### src/rtl/mem_access_initiator.sv
// MEM-stage initiator: translates byte addresses, runs a req/ack
// handshake with data memory and stalls the pipeline until done.
module mem_access_initiator #(
    parameter int BASE_ADDR   = 1024,
    parameter int DEPTH_WORDS = 64,
    parameter int ADDR_W      = 6,
    parameter int TIMEOUT     = 15
) (
    input  logic              clk,
    input  logic              rst,
    input  logic [31:0]       alu_res,
    input  logic [31:0]       val_rm,
    input  logic              mem_w_en,
    input  logic              mem_r_en,
    output logic              freeze,
    output logic [31:0]       res_data,
    output logic              addr_err,
    output logic              timeout,
    output logic              mem_req,
    output logic              mem_we,
    output logic [ADDR_W-1:0] mem_addr,
    output logic [31:0]       mem_wdata,
    input  logic              mem_ack,
    input  logic [31:0]       mem_rdata
);

    localparam int          CNT_W = $clog2(TIMEOUT + 1);
    localparam logic [31:0] BASE  = 32'(BASE_ADDR);
    localparam logic [31:0] LIMIT = 32'(DEPTH_WORDS * 4);

    typedef enum logic [1:0] {
        IDLE,
        REQ,
        DONE
    } state_t;

    state_t           state;
    logic [CNT_W-1:0] wait_cnt;
    logic [31:0]      data_q;
    logic             rd_ok;

    logic        acc;
    logic [31:0] off;
    logic        legal;

    assign acc   = mem_r_en | mem_w_en;
    assign off   = alu_res - BASE;
    assign legal = (off < LIMIT) && (off[1:0] == 2'b00);

    // Stall while an access is being accepted or is outstanding
    assign freeze = ((state == IDLE) && acc) || (state == REQ);

    // Load data is presented only in the completion cycle of a clean read
    assign res_data = ((state == DONE) && rd_ok) ? data_q : 32'd0;

    // Access sequencer with registered request and status outputs
    always_ff @(posedge clk or posedge rst) begin
        if (rst) begin
            state     <= IDLE;
            wait_cnt  <= '0;
            data_q    <= '0;
            rd_ok     <= 1'b0;
            addr_err  <= 1'b0;
            timeout   <= 1'b0;
            mem_req   <= 1'b0;
            mem_we    <= 1'b0;
            mem_addr  <= '0;
            mem_wdata <= '0;
        end else begin
            addr_err <= 1'b0;
            timeout  <= 1'b0;
            unique case (state)
                IDLE: begin
                    rd_ok <= 1'b0;
                    if (acc && legal) begin
                        mem_addr  <= off[ADDR_W+1:2];
                        mem_wdata <= val_rm;
                        mem_we    <= mem_w_en;
                        mem_req   <= 1'b1;
                        wait_cnt  <= '0;
                        state     <= REQ;
                    end else if (acc) begin
                        addr_err <= 1'b1;
                        state    <= DONE;
                    end
                end
                REQ: begin
                    if (mem_ack) begin
                        if (!mem_we) begin
                            data_q <= mem_rdata;
                        end
                        rd_ok   <= !mem_we;
                        mem_req <= 1'b0;
                        state   <= DONE;
                    end else if (wait_cnt == CNT_W'(TIMEOUT - 1)) begin
                        wait_cnt <= wait_cnt + 1'b1;
                        data_q   <= '0;
                        rd_ok    <= 1'b0;
                        timeout  <= 1'b1;
                        mem_req  <= 1'b0;
                        state    <= DONE;
                    end else begin
                        wait_cnt <= wait_cnt + 1'b1;
                    end
                end
                DONE: begin
                    state <= IDLE;
                end
                default: begin
                    mem_req <= 1'b0;
                    state   <= IDLE;
                end
            endcase
        end
    end

endmodule

### config.mk
export PLATFORM = sky130hd
export DESIGN_NAME = mem_access_initiator
export DESIGN_NICKNAME = d
export VERILOG_FILES = /design/src/rtl/mem_access_initiator.sv
export SDC_FILE = /design/constraint.sdc
export NUM_CORES = 1
export LEC_CHECK = 0
export BUFFER_PORTS_ARGS = -buffer_cell sky130_fd_sc_hd__buf_2
export CORE_UTILIZATION = 23
export DETAILED_ROUTE_END_ITERATION = 10
export MAX_ROUTING_LAYER = met4
export PLACE_DENSITY_LB_ADDON = 0.25
export REMOVE_ABC_BUFFERS = 1
export SLEW_MARGIN = 30
export SYNTH_ARGS = -nofsm -noshare
export SYNTH_HDL_FRONTEND = slang
export SYNTH_SLANG_ARGS = --single-unit
### constraint.sdc
create_clock -name clk -period 5.1 [get_ports clk]
set_clock_uncertainty 0.15 [all_clocks]
set_input_delay 0.765 -clock clk [delete_from_list [all_inputs] [get_ports clk]]
set_output_delay 0.765 -clock clk [all_outputs]
set_load 0.1 [all_outputs]
# ---- Word level (Yosys, flattened, before mapping)
# Cells that the tools add are included.
# Widths: inputs -> output; s select.
dict set report totals {
  regBits 81
  in_bits 101
  output_inout_bits 75
  elab_cells 63
}
dict set report op_classes {
  addsub 2
  order_cmp 1
  eq_ne 8
  mux 24
  n_bitwise 2
  reduce_logical 16
}
# cell n
set ops {}
lappend ops {{$mux 32} 4}
lappend ops {{$lt 32x9->1 const B} 1}
lappend ops {{$sub 32x11->32 const B} 1}
lappend ops {{$mux 1} 10}
lappend ops {{$reduce_and 3->1} 3}
lappend ops {{$mux 2} 4}
lappend ops {{$mux 4} 2}
lappend ops {{$pmux 4 s2} 1}
lappend ops {{$ne 3x2->1 const B} 2}
lappend ops {{$reduce_and 2->1} 3}
lappend ops {{$add 4x1->4 const B} 1}
lappend ops {{$eq 4x4->1 const B} 1}
lappend ops {{$logic_and 1x1->1} 4}
lappend ops {{$logic_not 2->1} 2}
lappend ops {{$ne 2x2->1 const B} 2}
lappend ops {{$pmux 2 s2} 1}
lappend ops {{$reduce_bool 2->1} 2}
lappend ops {{$pmux 1 s3} 1}
lappend ops {{$eq 2x1->1 const B} 1}
lappend ops {{$eq 2x2->1 const B} 1}
lappend ops {{$ne 2x1->1 const B} 1}
lappend ops {{$pmux 1 s2} 1}
lappend ops {{$logic_not 1->1} 1}
lappend ops {{$logic_or 1x1->1} 1}
lappend ops {{2 further kinds} 2}

# ---- Logic depth before layout (Yosys ltp)
# Gate-level depths: netlist of run 1.
dict set report depth {
  depth_word 6
  ltp_mapped 9
}

# ---- Least setup slack after synthesis of run 1
# OpenSTA, ideal clock, no wires.
dict set report synth_timing {
  kind {input -> register}
  from {input port alu_res[27]}
  to {register mem_addr[0]}
  setup_ps 125
  t_arrival_ps 2610
  t_required_ps 4825
  setup_slack_ps 2215
  path_stages 7
  path_buffers 2
  path_cell_list {or4_4 > nor2b_1 > a21boi_0 > or4_4 > buf_6 > buf_12 > mux2_4}
}
dict set report synth_via {
  elab_chain_len 5
}
# element line_no
set synth_rtl {}
lappend synth_rtl {{start, declared} 11} ;# input logic [31:0] alu_res,
lappend synth_rtl {{$sub 32x11->32} 47} ;# assign off = alu_res - BASE;
lappend synth_rtl {{$lt 32x9->1} 48} ;# assign legal = (off < LIMIT) && (off[1:0] == 2'b00);
lappend synth_rtl {{$logic_and 1x1->1} 48}
lappend synth_rtl {{$logic_and 1x1->1} 75} ;# if (acc && legal) begin
lappend synth_rtl {{$reduce_and 2->1 (no source line)} --}
lappend synth_rtl {{end signal, assigned} 76} ;# mem_addr <= off[ADDR_W+1:2];
lappend synth_rtl {{end, declared} 21} ;# output logic [ADDR_W-1:0] mem_addr,
# Every way passes these cells.
# A chain may end at the register's enable or synchronous reset.

# ---- Worst setup path after layout of run 1
dict set report layout_timing {
  from {input port alu_res[13]}
  to {register mem_addr[4]}
}
# The elaborated chain is that of the path after synthesis.

==> results of run 1 <==
-- registers in the layout, summed over array words and instances, names as in the netlist --
signal / cells
data_q: 32
mem_wdata: 32
mem_addr: 6
wait_cnt: 4
state: 2
addr_err: 1
mem_req: 1
mem_we: 1
rd_ok: 1
timeout: 1
-- kinds of logic after synthesis --
| family | synth area share |
|---|---|
| AOI/OAI and AO/OA | 0.06268 |
| adders and majority gates | 0.006495 |
| DFF | 0.5261 |
| muxes | 0.1517 |
| xor gates and xnor gates | 0.006822 |
| buffers and inverters | 0.03800 |
| and+or+nand+nor | 0.2082 |
-- routing by layer --
metal / share of wire / vias to the layer above / track usage
li1: - / 1509 / -
met1: 0.47 / 1397 / 0.1448
met2: 0.45 / 116 / 0.1858
met3: 0.070 / 13 / 0.03742
met4: 0.016 / 0 / 0.04587
met5: 0 / - / -
-- where the power goes --
group          leakage [uW]  internal [uW]  total (uW)  switching (uW)
Sequential          0.00110            658         665            7.45
Clock              0.000145            431         701             270
Combinational       0.00162           43.8         108            64.2
-- final timing paths --
kind	from	end
max reg2reg	state[1]	mem_wdata[5]
min reg2reg	data_q[26]	data_q[26]
min	rst	mem_wdata[16]
min in group clk	data_q[26]	data_q[26]
max in group asynchronous	rst	data_q[7]
max	alu_res[13]	mem_addr[4]
-- cell usage after synthesis --
cell and instances:
nor2b_1 1, a31o_2 2, ha_1 2, dfrtp_1 81
nor3_1 5, a21oi_1 1, mux2_2 3, o21ai_0 37
mux2i_1 1, nor4b_1 2, or4_1 3, buf_6 2
o32ai_1 1, nand2_1 76, a21boi_0 1, nor4_4 2
xor2_1 1, nand3_1 4, nand4_1 2, and2_1 35
inv_1 3, mux2_4 36, nor2_1 10, nor4_1 4
and4_1 1, nand4b_1 1, xnor2_1 2, nand4bb_1 1
a211o_1 2, clkbuf_1 14, and3_1 1, or4_4 2
buf_12 3, or2_2 1, nand2b_1 4
-- layout make-up --
class	count	area share
timing repair buffer	176	0.1698
inverter	3	0.002406
clock inverter	6	0.01756
tap	216	0.05196
clock buffer	10	0.04402
multi-input combinational	244	0.3245
sequential	81	0.3897
-- through the flow --
stage	worst slack, ns	hold slack (ns)	instance area, um^2	util
6_report	2.093	0.3222	5201	0.3227
5_1_grt	1.895	0.3505	5201	0.3227
4_1_cts	2.091	0.3281	5201	0.3227
2_1_floorplan	2.105	0.2915	3717	-
3_5_place_dp	1.713	0.3135	4881	0.3029
3_3_place_gp	1.764	0.3047	4875	0.3025
==> run metrics, run 1 <==
Seq/Total Area, Yosys=0.5261; FF+latch area=2027 um^2; Placer Congestion=0.7620; most frequent cells in the layout=175 x buf_2, 81 x dfrtp_1, 76 x nand2_1, 37 x o21ai_0, 36 x mux2_4; outcome=completed; Post-Syn Area=3852 um^2; diodes inserted=0; die area=17270 um^2; number of synthesized register bits=81; final wirelength=9.356 mm; Die Ht=131.4 um; crit path DAT=3.08 ns; Leakage=0.002861 uW; TritonCTS clock tree=built; multi-input logic area=1688 um^2; Setup Buffers After CTS=0; syn avg cell area=11.10 um^2; Worst Hold Class=input pin to asynchronous set/reset pin; Final Net Count=618; setup violators final=0; Area Growth Syn to Fin=35.01%; GRT Total Usage=0.1197; R2R setup slack=2.64 ns; Initial Utilization=0.2391; worst path cell trace=buf_2, nor4_1, nand2_1, or4_1, nand3_1, or4_4, mux2_2; CTS Sinks=81; detailed-route vias per instance=4.124; slowest CP cell=or4_4; Final Hold Viols=0; Finished Layout Cells=736; PD cells=283.4 nW/um^2; most area-consuming cells after synthesis=dfrtp_1 53%, mux2_4 14%, nand2_1 7.4%; total gr overflow=0; Worst-Margin Slew=0.7674 ns; core outline area=16120 um^2; RSZ-0062 raised after global routing=no; CP bufs+invs=1; critical path data required time=5.18 ns; layout cells sized above 1=0.4615; CTS Buf Count=9; Site Rows=46; cts repair resizes=0; CTS root buf=clkbuf_16; Final Slew Violations=0; die width=131.4 um; CP Capture Type=flip-flop; H-tree levels=3; Pwr Total=1474 uW; post-detail-place hpwl=6.842 mm; fin crit period=3.007 ns; Top Family by Delay on Critical Path=simple AND/OR/NAND/NOR gates; FF-to-FF path depth=5; Crit Path Max Fanout=43; setup TNS=0 ns; FMAX=332.5 MHz; first-pass GRT wire length=16.01 mm; Cells after Synth=347; I/O Pins=176; peak supply drop=0.0001369 V; Pre-Repair DR Iteration Count=4; Slew Limit Headroom=0.4884; Port Buffers=175; DRT iter0 DRCs=73; area leader, netlist=dfrtp_1; dpl cells=720; largest net degree at the start of global routing=65; DR DRC count=0; initial antenna violation count=0; drt wl/cell=12.71 um; fill cell count=1725; WP depth=7; critical path class=input pin to flip-flop; CP peak stage delay=0.61 ns; Clock transition at path regs=0.07 ns; hold buffer count at cts=0; total number of vias=3035; post-synth cell types=35; Clk Latency, worst-skew pair=0.34 ns; crit start category=input pin; Synthesis Warnings=0; CTS max path bufs=2; Final ANT Viol Nets=0; most common cell after layout, fill and taps aside=buf_2; period utilization=0.5896; Synth top area share=0.5261; max_cap viols=0; vias in the first global route=3161
Note: power is estimated with default switching activity, not from simulation.
==> inputs of run 2 (changes only) <==
- clock period: 5.1 -> 3.1 ns (I/O delays scaled with it)
==> run 2 against run 1 <==
  * Clock power increased by 53%
  * Register-to-register slack lost 2.0 ns
  * Sequential cell count is the same
  * Combinational power grew 69%
  * Global-route usage grew 0.11 points
  * Count of clock-buffer cells in the layout increased by 3
  * Non-clock buffer count is 6 higher
  * Worst setup slack worse by 1.7 ns
  * Total power increased by 59%
==> run metrics, run 2 (synthesis results as in run 1) <==
outcome=completed; detailed-route vias per instance=4.124 (about the same); max_cap viols=0 (unchanged); Final Slew Violations=0 (unchanged); fin crit period=2.713 ns; Worst Hold Class=input pin to asynchronous set/reset pin; Crit Path Max Fanout=14 (-67%); DR DRC count=0 (unchanged); CTS max path bufs=2 (unchanged); diodes inserted=0 (unchanged); largest net degree at the start of global routing=65 (unchanged); initial antenna violation count=0 (unchanged); CTS Buf Count=9 (unchanged); setup violators final=0 (unchanged); Setup Buffers After CTS=0 (unchanged); drt wl/cell=13.18 um (+3.7%); FMAX=368.6 MHz; Site Rows=46 (unchanged); CP Capture Type=flip-flop; final wirelength=9.770 mm (+4.4%); period utilization=0.8752; CTS Sinks=81 (unchanged); layout cells sized above 1=0.4629 (+0.001319); Clk Latency, worst-skew pair=0.33 ns (about the same); GRT Total Usage=0.1209 (+0.001136); Leakage=0.002896 uW (+1.2%); first-pass GRT wire length=15.99 mm (about the same); Final ANT Viol Nets=0 (unchanged); CTS root buf=clkbuf_16; setup TNS=0 ns (unchanged); DRT iter0 DRCs=87 (+19%); Worst-Margin Slew=0.7565 ns (-0.01088 ns); H-tree levels=3 (unchanged); die width=131.4 um (unchanged); total gr overflow=0 (unchanged); crit start category=input pin; critical path data required time=3.16 ns (-2.02 ns); Finished Core Util=0.3256 (+0.002873); peak supply drop=0.0002324 V (+70%); Placer Congestion=0.7503 (-1.5%); Die Ht=131.4 um (unchanged); hold buffer count at cts=0 (unchanged); die area=17270 um^2 (unchanged); critical path class=input pin to flip-flop; most common cell after layout, fill and taps aside=buf_2; Clock transition at path regs=0.06 ns (about the same); PD cells=447.9 nW/um^2 (+58%); Pre-Repair DR Iteration Count=4 (unchanged); core outline area=16120 um^2 (unchanged); Initial Utilization=0.2391 (unchanged); crit path DAT=2.78 ns (-0.30 ns); Slew Limit Headroom=0.4957 (+0.007257); Top Registers=data_q (32), mem_wdata (32), mem_addr (6); Final Hold Viols=0 (unchanged); Area Growth Syn to Fin=36.21%; RSZ-0062 raised after global routing=no; I/O Pins=176 (unchanged); total number of vias=3056 (+0.69%); vias in the first global route=3203 (+1.3%); most frequent cells in the layout=175 x buf_2, 81 x dfrtp_1, 76 x nand2_1, 37 x o21ai_0, 36 x mux2_4; TritonCTS clock tree=built; Final Net Count=624 (+0.97%); Port Buffers=175 (unchanged); cts repair resizes=0 (unchanged); post-detail-place hpwl=7.207 mm (+5.3%)
run 2: per-stage QoR:
stage | setup WS [ns] | hold slack [ns] | cell area (um^2) | std cells | total power, uW
after floorplan | 0.4049 | 0.2915 | 3717 | 328 | 1192
after global placement | 0.1611 | 0.3047 | 4945 | 726 | 1297
after detailed placement | 0.04644 | 0.3118 | 4950 | 726 | 1301
after CTS | 0.4160 | 0.1093 | 5248 | 741 | 2398
after global routing | 0.2657 | 0.1553 | 5248 | 741 | 2459
final | 0.3867 | 0.07786 | 5248 | 741 | 2351
run 2: worst paths after layout:
path,start,to,slack (ns),cells after the start
worst max-delay path,alu_res[13],mem_addr[5],0.39,8
worst min-delay path,rst,mem_wdata[18],0.08,2
worst max register to register,state[0],mem_addr[5],0.68,6
worst min register to register,data_q[5],data_q[5],0.32,2
max in group asynchronous,rst,data_q[18],2.04,3
min in group clk,val_rm[13],mem_wdata[13],0.21,2
run 2: final cells by class:
cell class,count,area [um^2]
clock buffers,13,260.3
clock inverters,2,37.54
fillers,1703,10870
inverters,3,12.51
multi-input cells,244,1687
flip-flops and latches,81,2027
well taps,216,270.3
repair buffers,182,953.4
run 2: worst max-delay path, stage by stage:
cell     delay (ns)
buf_2          0.10
nor4_1         0.38
nand2_1        0.17
o21ai_0        0.28
nand3_1        0.13
or4_4          0.68
buf_4          0.25
mux2_4         0.31
run 2: where the power goes:
part	internal (uW)	total [uW]	leakage, uW	switching (uW)
combinational	74.5	182	0.00166	107
sequential	1080	1100	0.00110	12.3
clock	664	1070	0.000142	409
total	1820	2350	0.00290	529
run 2: layer usage:
layer | share of wire | vias to the layer above | GRT usage
li1 | - | 1516 | -
met1 | 0.45 | 1417 | 0.1426
met2 | 0.47 | 114 | 0.1931
met3 | 0.064 | 9 | 0.03279
met4 | 0.011 | 0 | 0.05168
met5 | 0 | - | -
==> inputs of run 3 (changes only) <==
- CORE_UTILIZATION: 23 -> 47
==> run 3 against run 2 <==
  * Clock power shrank 33%
  * Final cell count shrank 16%
  * Utilization grew 31 points
  * Register-to-register slack gained 0.13 ns
  * Worst setup slack gained 0.22 ns
  * Hold slack lost 0.046 ns
  * Global-route usage grew 8.5 points
  * Largest cell class unchanged
  * Largest power group unchanged
==> run metrics, run 3 (synthesis results as in run 1) <==
Initial Utilization=0.4934 (+0.2544); vias in the first global route=2964 (-7.5%); slowest CP cell=buf_2; setup TNS=0 ns (unchanged); max_cap viols=0 (unchanged); Slew Limit Headroom=0.5699 (+0.07420); largest net degree at the start of global routing=65 (unchanged); most frequent cells in the layout=175 x buf_2, 81 x dfrtp_1, 76 x nand2_1, 37 x o21ai_0, 36 x mux2_4; CTS root buf=clkbuf_8; first-pass GRT wire length=13.61 mm (-15%); Worst Hold Class=input pin to asynchronous set/reset pin; GRT Total Usage=0.2062 (+0.08529); crit path DAT=1.88 ns (-0.90 ns); CTS max path bufs=2 (unchanged); total gr overflow=0 (unchanged); fill cell count=669 (-61%); Area Growth Syn to Fin=29.07%; Port Buffers=175 (unchanged); Pwr Total=1989 uW (-15%); Final ANT Viol Nets=0 (unchanged); crit start category=flip-flop; Final Hold Viols=0 (unchanged); core outline area=7807 um^2 (-52%); die width=92.54 um (-30%); initial antenna violation count=0 (unchanged); drt wl/cell=13.47 um (+2.2%); Finished Core Util=0.6369 (+0.3112); setup violators final=0 (unchanged); TritonCTS clock tree=built; FMAX=400.6 MHz (+8.7%); DRT iter0 DRCs=77 (-11%); final wirelength=8.420 mm (-14%); Leakage=0.002832 uW (-2.2%); Crit Path Max Fanout=32 (+18); Clock transition at path regs=0.09 ns (+0.03 ns); worst path cell trace=inv_1, and3_1, buf_4, and2_1, buf_2; CP peak stage delay=0.43 ns (-0.25 ns); H-tree levels=3 (unchanged); Top Registers=data_q (32), mem_wdata (32), mem_addr (6); Worst-Margin Slew=0.6444 ns (-0.1120 ns); multi-input logic area=1687 um^2 (unchanged); post-detail-place hpwl=6.165 mm (-14%); detailed-route vias per instance=4.869 (+18%); Pre-Repair DR Iteration Count=5 (+1); diodes inserted=0 (unchanged); peak supply drop=0.0001711 V (-26%); DR DRC count=0 (unchanged); die area=8563 um^2 (-50%); Placer Congestion=0.8037 (+7.1%); RSZ-0062 raised after global routing=no; outcome=completed; PD cells=400.0 nW/um^2 (-11%); most common cell after layout, fill and taps aside=buf_2; CTS Sinks=81 (unchanged); period utilization=0.8053 (-0.06997); Clk Latency, worst-skew pair=0.33 ns (about the same); critical path class=flip-flop to primary output; I/O Pins=176 (unchanged); CTS Buf Count=9 (unchanged); critical path data required time=2.48 ns (-0.68 ns); layout cells sized above 1=0.4646 (+0.001770); total number of vias=3043 (-0.43%); fin crit period=2.496 ns (-0.2169 ns); Die Ht=92.54 um (-30%); Setup Buffers After CTS=0 (unchanged); Final Slew Violations=0 (unchanged); Final Net Count=621 (-0.48%); FF+latch area=2027 um^2 (unchanged); cts repair resizes=0 (unchanged); hold buffer count at cts=0 (unchanged); CP Capture Type=primary output; Site Rows=32 (-30%)
run 3: changes by cell type in the layout (fill, tap and decap cells not counted):
cell	delta
clkbuf_1	-2
clkinvlp_4	+1
bufinv_16	-1
inv_6	+3
clkbuf_16	-9
clkbuf_8	+8
buf_4	-3
clkinv_4	+1
run 3: worst max-delay path, delay by kind of cell (launching register included):
kind          cells  cell delay, ns
buf+inv           3            0.78
simple gates      2            0.32
flops             1            0.42
run 3: final timing paths:
kind | cells after the start | slack, ns | endpoint | from
worst min-delay path | 2 | 0.03 | mem_wdata[14] | rst
max in group asynchronous | 3 | 2.12 | mem_wdata[17] | rst
worst max-delay path | 5 | 0.60 | res_data[30] | state[0]
min in group clk | 2 | 0.20 | mem_wdata[7] | val_rm[7]
worst min register to register | 2 | 0.33 | data_q[22] | data_q[22]
worst max register to register | 6 | 0.81 | mem_wdata[2] | state[0]
run 3: metrics by stage:
step	std cells	instance area [um^2]	hold slack, ns	setup WS (ns)
after floorplan	328	3717	0.2915	0.4049
after global placement	609	4780	0.3040	0.3406
after detailed placement	609	4780	0.3138	0.2824
after CTS	625	4967	0.03193	0.5899
after global routing	625	4972	0.07005	0.5118
final	625	4972	0.03233	0.6036
run 3: final cells by class:
cell class                 instances  share of cell area
timing repair buffer             179              0.1872
inverter                           3            0.002516
multi-input combinational        244              0.3392
sequential                        81              0.4076
clock inverter                     6             0.01007
clock buffer                      10             0.02768
tap                              102             0.02567
run 3: power by group:
| part | internal (uW) | total (uW) | switching [uW] | leakage [uW] |
|---|---|---|---|---|
| registers | 1080 | 1090 | 12.2 | 0.00110 |
| clock network | 323 | 716 | 393 | 0.0000899 |
| logic | 74.6 | 180 | 106 | 0.00164 |
| total | 1480 | 1990 | 511 | 0.00283 |
run 3: layer usage:
metal | vias to the layer above | track usage | part of all wire
met2 | 121 | 0.3451 | 0.49
met5 | - | - | 0
met1 | 1398 | 0.2562 | 0.44
li1 | 1514 | - | -
met3 | 10 | 0.03366 | 0.061
met4 | 0 | 0.06641 | 0.013
